### src/rtl/keypad_code_ctrl.sv
// Access-code sequencer: collects keypad digits, checks them against a stored
// code, pulses arm_toggle on a match and enforces a timed lockout after
// repeated failures. All timers count ENA ticks from the top-level divider.
module keypad_code_ctrl #(
  parameter int unsigned            CODE_LEN  = 4,
  parameter logic [4*CODE_LEN-1:0]  CODE      = 16'h1234,
  parameter int unsigned            TIMEOUT_T = 20,
  parameter int unsigned            MAX_FAIL  = 3,
  parameter int unsigned            LOCK_T    = 50
) (
  input  logic       clk,
  input  logic       reset,
  input  logic       ENA,
  input  logic [3:0] keypad,
  output logic       arm_toggle,
  output logic       code_err,
  output logic       locked,
  output logic       entry_active,
  output logic [2:0] digit_cnt
);

  localparam int unsigned BUF_W   = 4 * CODE_LEN;
  localparam int unsigned TMR_MAX = (TIMEOUT_T > LOCK_T) ? TIMEOUT_T : LOCK_T;
  localparam int unsigned TMR_W   = $clog2(TMR_MAX + 1);
  localparam int unsigned FAIL_W  = (MAX_FAIL < 2) ? 1 : $clog2(MAX_FAIL + 1);
  localparam int unsigned CNT_W   = 4;

  localparam logic [1:0] S_IDLE  = 2'd0;
  localparam logic [1:0] S_ENTRY = 2'd1;
  localparam logic [1:0] S_LOCK  = 2'd2;

  logic [1:0]        state, state_n;
  logic [3:0]        keypad_q;
  logic [BUF_W-1:0]  code_buf, buf_n;
  logic [CNT_W-1:0]  cnt, cnt_n;
  logic [FAIL_W-1:0] fail_cnt, fail_n, fail_inc;
  logic [TMR_W-1:0]  tmr, tmr_n;
  logic              arm_n, err_n;
  logic [2:0]        digit_cnt_n;
  logic              press_c, digit_c, clear_c, enter_c, match_c;

  // Release-to-press edge detect and key classification
  always_comb begin
    press_c  = (keypad != 4'h0) && (keypad_q == 4'h0);
    digit_c  = press_c && (keypad <= 4'hD);
    clear_c  = press_c && (keypad == 4'hE);
    enter_c  = press_c && (keypad == 4'hF);
    match_c  = (cnt == CNT_W'(CODE_LEN)) && (code_buf == CODE);
    fail_inc = fail_cnt + FAIL_W'(1);
  end

  // Next-state, buffer, counters and pulse decode
  always_comb begin
    state_n = state;
    buf_n   = code_buf;
    cnt_n   = cnt;
    fail_n  = fail_cnt;
    tmr_n   = tmr;
    arm_n   = 1'b0;
    err_n   = 1'b0;
    case (state)
      S_IDLE: begin
        tmr_n = '0;
        if (digit_c) begin
          buf_n   = BUF_W'(keypad);
          cnt_n   = CNT_W'(1);
          state_n = S_ENTRY;
        end
      end
      S_ENTRY: begin
        if (digit_c) begin
          if (cnt <= CNT_W'(CODE_LEN)) begin
            buf_n = BUF_W'({code_buf, keypad});
            cnt_n = cnt + CNT_W'(1);
          end
          tmr_n = '0;
        end else if (clear_c) begin
          buf_n   = '0;
          cnt_n   = '0;
          tmr_n   = '0;
          state_n = S_IDLE;
        end else if (enter_c) begin
          buf_n = '0;
          cnt_n = '0;
          tmr_n = '0;
          if (match_c) begin
            arm_n   = 1'b1;
            fail_n  = '0;
            state_n = S_IDLE;
          end else begin
            err_n = 1'b1;
            if (fail_inc == FAIL_W'(MAX_FAIL)) begin
              fail_n  = '0;
              state_n = S_LOCK;
            end else begin
              fail_n  = fail_inc;
              state_n = S_IDLE;
            end
          end
        end else if (ENA) begin
          if (tmr == TMR_W'(TIMEOUT_T - 1)) begin
            buf_n   = '0;
            cnt_n   = '0;
            tmr_n   = '0;
            state_n = S_IDLE;
          end else begin
            tmr_n = tmr + TMR_W'(1);
          end
        end
      end
      S_LOCK: begin
        if (ENA) begin
          if (tmr == TMR_W'(LOCK_T - 1)) begin
            tmr_n   = '0;
            state_n = S_IDLE;
          end else begin
            tmr_n = tmr + TMR_W'(1);
          end
        end
      end
      default: begin
        buf_n   = '0;
        cnt_n   = '0;
        fail_n  = '0;
        tmr_n   = '0;
        state_n = S_IDLE;
      end
    endcase
    digit_cnt_n = (cnt_n > CNT_W'(7)) ? 3'd7 : cnt_n[2:0];
  end

  // State, datapath and registered outputs
  always_ff @(posedge clk) begin
    if (reset) begin
      state        <= S_IDLE;
      keypad_q     <= 4'h0;
      code_buf     <= '0;
      cnt          <= '0;
      fail_cnt     <= '0;
      tmr          <= '0;
      arm_toggle   <= 1'b0;
      code_err     <= 1'b0;
      locked       <= 1'b0;
      entry_active <= 1'b0;
      digit_cnt    <= 3'd0;
    end else begin
      state        <= state_n;
      keypad_q     <= keypad;
      code_buf     <= buf_n;
      cnt          <= cnt_n;
      fail_cnt     <= fail_n;
      tmr          <= tmr_n;
      arm_toggle   <= arm_n;
      code_err     <= err_n;
      locked       <= (state_n == S_LOCK);
      entry_active <= (state_n == S_ENTRY);
      digit_cnt    <= digit_cnt_n;
    end
  end

endmodule
### config.mk
export PLATFORM = sky130hd
export DESIGN_NAME = keypad_code_ctrl
export DESIGN_NICKNAME = d
export VERILOG_FILES = /design/src/rtl/keypad_code_ctrl.sv
export SDC_FILE = /design/constraint.sdc
export NUM_CORES = 1
export LEC_CHECK = 0
export ABC_AREA = 1
export BUFFER_PORTS_ARGS = -buffer_cell sky130_fd_sc_hd__buf_2
export CAP_MARGIN = 0
export CORE_ASPECT_RATIO = 0.9
export CORE_MARGIN = 2
export CORE_UTILIZATION = 38
export CTS_CLUSTER_SIZE = 12
export DETAILED_ROUTE_END_ITERATION = 7
export GPL_ROUTABILITY_DRIVEN = 0
export HOLD_SLACK_MARGIN = 0.03
export PLACE_DENSITY = 0.52
export RECOVER_POWER = 100
export SYNTH_ARGS = -nofsm -noshare
export SYNTH_HDL_FRONTEND = slang
export SYNTH_SLANG_ARGS = --single-unit
### constraint.sdc
create_clock -name clk -period 1.83 [get_ports clk]
set_input_delay 0.183 -clock clk [delete_from_list [all_inputs] [get_ports clk]]
set_output_delay 0.183 -clock clk [all_outputs]
set_load 0.005 [all_outputs]
==> impl_metrics.env <==
export IMPL_cp_start_kind="flip-flop"
export IMPL_drc_errors=0
export IMPL_power_density_nw_per_um2=831
export IMPL_drt_iter0_markers=73
export IMPL_start_util_pct=38.6
export IMPL_num_io_pins=14
export IMPL_slew_headroom_pct=77.5
export IMPL_syn_avg_cell_area_um2=6.75
export IMPL_path_class="reg2reg"
export IMPL_rows=26
export IMPL_grtUsageTotal_pct=15.7
export IMPL_endpoint_kind="flip-flop"
export IMPL_grt_pass1_wl_um=7970
export IMPL_hold_viol=0
export IMPL_slowest_delay_ns=0.36
export IMPL_synth_top_area_cell="dfxtp_1"
export IMPL_syn_inst=320
export IMPL_clock_sinks=41
export IMPL_arrival_ns=1.83
export IMPL_synth_compound_area_share_pct=8.45
export IMPL_setup_viol=0
export IMPL_synth_top_family_by_area="simple AND/OR/NAND/NOR gates"
export IMPL_antenna_found_initial=0
export IMPL_synth_common_cells="70 x nand2_1, 56 x inv_1, 50 x nor2_1"
export IMPL_synth_adder_area_share_pct=4.63
export IMPL_finalPower_mw=2.00
export IMPL_synth_ff_latch_count=41
export IMPL_grt_max_degree=20
export IMPL_wl_per_cell_um=11.4
export IMPL_antenna_cells=0
export IMPL_clock_latency_ns=0.29
export IMPL_fmax_mhz=607
export IMPL_ys_top_cells_by_area="dfxtp_1 38%, nand2_1 12%, inv_1 9.7%"
export IMPL_cts_hold_buf=0
export IMPL_die_area_um2=6310
export IMPL_synth_most_common_cell="nand2_1"
export IMPL_crit_family="simple AND/OR/NAND/NOR gates"
export IMPL_yosysUniqueCellTypes=30
export IMPL_drv_cap=0
export IMPL_die_x_um=83.5
export IMPL_path_max_fanout=6
export IMPL_final_nets=356
export IMPL_syn_to_final_growth_pct=11.5
export IMPL_crit_path_top_delay_cell="dfxtp_1"
export IMPL_drt_pass1_iter_count=5
export IMPL_dieHeight_um=75.5
export IMPL_portBuffers=13
export IMPL_cts_tree="done"
export IMPL_min_period_over_period_pct=90.1
export IMPL_rsz0062_at_grt="false"
export IMPL_report_final_slew_viol_count=0
export IMPL_synth_top_area_share_pct=38.0
export IMPL_finalClockSkew_ns=0.00885
export IMPL_ys_dominant_reg_cell="dfxtp_1"
export IMPL_ys_seq_area_share_pct=38.0
export IMPL_synth_xor_area_share_pct=0.405
export IMPL_drive_gt1_share_pct=10.2
export IMPL_synth_mux_area_share_pct=0
export IMPL_cts_made_buffers=5
export IMPL_synthSimpleGateAreaFrac_pct=37.3
export IMPL_worst_path_most_repeated_cell="nand2_1"
export IMPL_drt_antenna_violating_nets=0
export IMPL_syn_nets=335
export IMPL_grt_overflow=0
export IMPL_tns_ns=0
export IMPL_min_path_type="in2reg"
export IMPL_period_needed_ns=1.65
export IMPL_grt_pass1_vias=1716
export IMPL_via_per_inst=4.59
export IMPL_utilization_pct=43.1
export IMPL_drt_total_wl_um=4700
export IMPL_worst_slew_pin_slew_ns=0.334
export IMPL_syn_area_um2=2160
export IMPL_path_buf_inv=2
export IMPL_cts_max_path_buffers=2
export IMPL_synth_edf_count=0
export IMPL_async_flop_share_pct=0
export IMPL_path_clk_slew_ns=0.08
export IMPL_cellLeakagePower_nw=1.19
export IMPL_htreeDepth=2
export IMPL_dp_hpwl_um=3520
export IMPL_coreArea_um2=5600
export IMPL_ir_drop_mv=0.443
export IMPL_yosysWarningCount=0
export IMPL_crit_chain="inv_1 -> ha_1 -> nand2_1 -> nand2_1 -> inv_1 -> nand2_1 -> nand2_1 -> nor2_1"
export IMPL_vias=1890
export IMPL_worst_ep_required_time_ns=2.01
export IMPL_status="completed"
export IMPL_cts_root_buf="clkbuf_8"
-- flip-flops by register name, indices dropped and copies added (netlist names) --
| name | cells |
|---|---|
| tmr | 6 |
| digit_cnt | 3 |
| code_err | 1 |
| fail_cnt | 2 |
| entry_active | 1 |
| locked | 1 |
| keypad_q | 4 |
| state | 2 |
| cnt | 4 |
| arm_toggle | 1 |
| code_buf | 16 |
-- per-stage QoR --
stage               setup slack (ns)  cells  hold slack, ns  cell area, um2
floorplan                      0.266    320           0.265            2160
global placement               0.182    403           0.443            2320
detailed placement             0.121    403           0.444            2320
CTS                           0.0807    411           0.131            2400
global route                 0.00253    412           0.149            2410
finish                         0.182    412           0.140            2410
-- tightest hold or removal path: stages --
cell    delay, ns
buf_2        0.11
inv_1        0.04
nor2_1       0.04
-- area by class of cell --
| type | count | area [um2] |
|---|---|---|
| flip-flops and latches | 41 | 822 |
| well taps | 70 | 87.6 |
| repair buffers | 16 | 80.1 |
| multi-input cells | 218 | 1120 |
| clock buffers | 8 | 80.1 |
| inverters | 59 | 223 |
| fillers | 627 | 3190 |
-- metal layers --
layer  track usage (%)  share of wire [%]
met1              22.2                 54
met2              24.6                 42
met3              3.25                2.5
met4              4.84                1.1
met5                 0                  0
-- where the power goes --
group	switching, mW	internal, mW	total, mW
clock network	0.303	0.271	0.575
logic	0.266	0.140	0.405
registers	0.0532	0.970	1.02
total	0.622	1.38	2.00
-- layout by cell type (no fill, tap or decap) --
cell type	netlist	final
o211ai_1	1	1
nor2_2	0	1
dfxtp_2	0	1
o21ai_0	9	8
clkbuf_1	1	9
a21oi_1	20	20
o21ai_1	3	3
nand4_1	10	10
nor3_1	3	3
nor2_8	1	1
a31oi_1	1	1
nand2_1	70	68
buf_2	1	7
clkinv_1	1	1
buf_4	0	3
a31o_2	1	1
clkinv_2	1	1
nand2_2	1	3
nand3_1	27	27
nor2_1	50	50
and3_1	1	1
nor2_4	2	2
ha_2	0	2
nand3_2	1	1
nand3b_1	1	1
dfxtp_1	41	40
xor2_1	1	1
o21ai_2	0	1
inv_1	56	57
nand3_4	2	2
nand2_4	2	2
clkbuf_8	0	5
ha_1	8	6
or2_2	2	2
-- worst paths after layout --
kind / start / endpoint / slack (ns) / cells after the start
setup reg to reg: state[0] / tmr[3] / 0.18 / 8
hold / removal: keypad[3] / keypad_q[3] / 0.14 / 3
setup / recovery: state[0] / tmr[3] / 0.18 / 8
hold reg to reg: tmr[1] / tmr[1] / 0.49 / 2
-- timing repair --
| item | CTS | global route |
|---|---|---|
| setup buffers | 0 | 0 |
| resized for setup | 0 | 8 |
| setup endpoints to repair | 0 | 17 |
-- logic make-up after synthesis --
family	Yosys count
AND/OR/NAND/NOR	173
buffers and inverters	62
flip-flops	41
AO/OA/AOI/OAI	35
adder cells (fa/ha/maj)	8
XOR/XNOR	1
No activity file was read; power rests on OpenSTA's default activity.
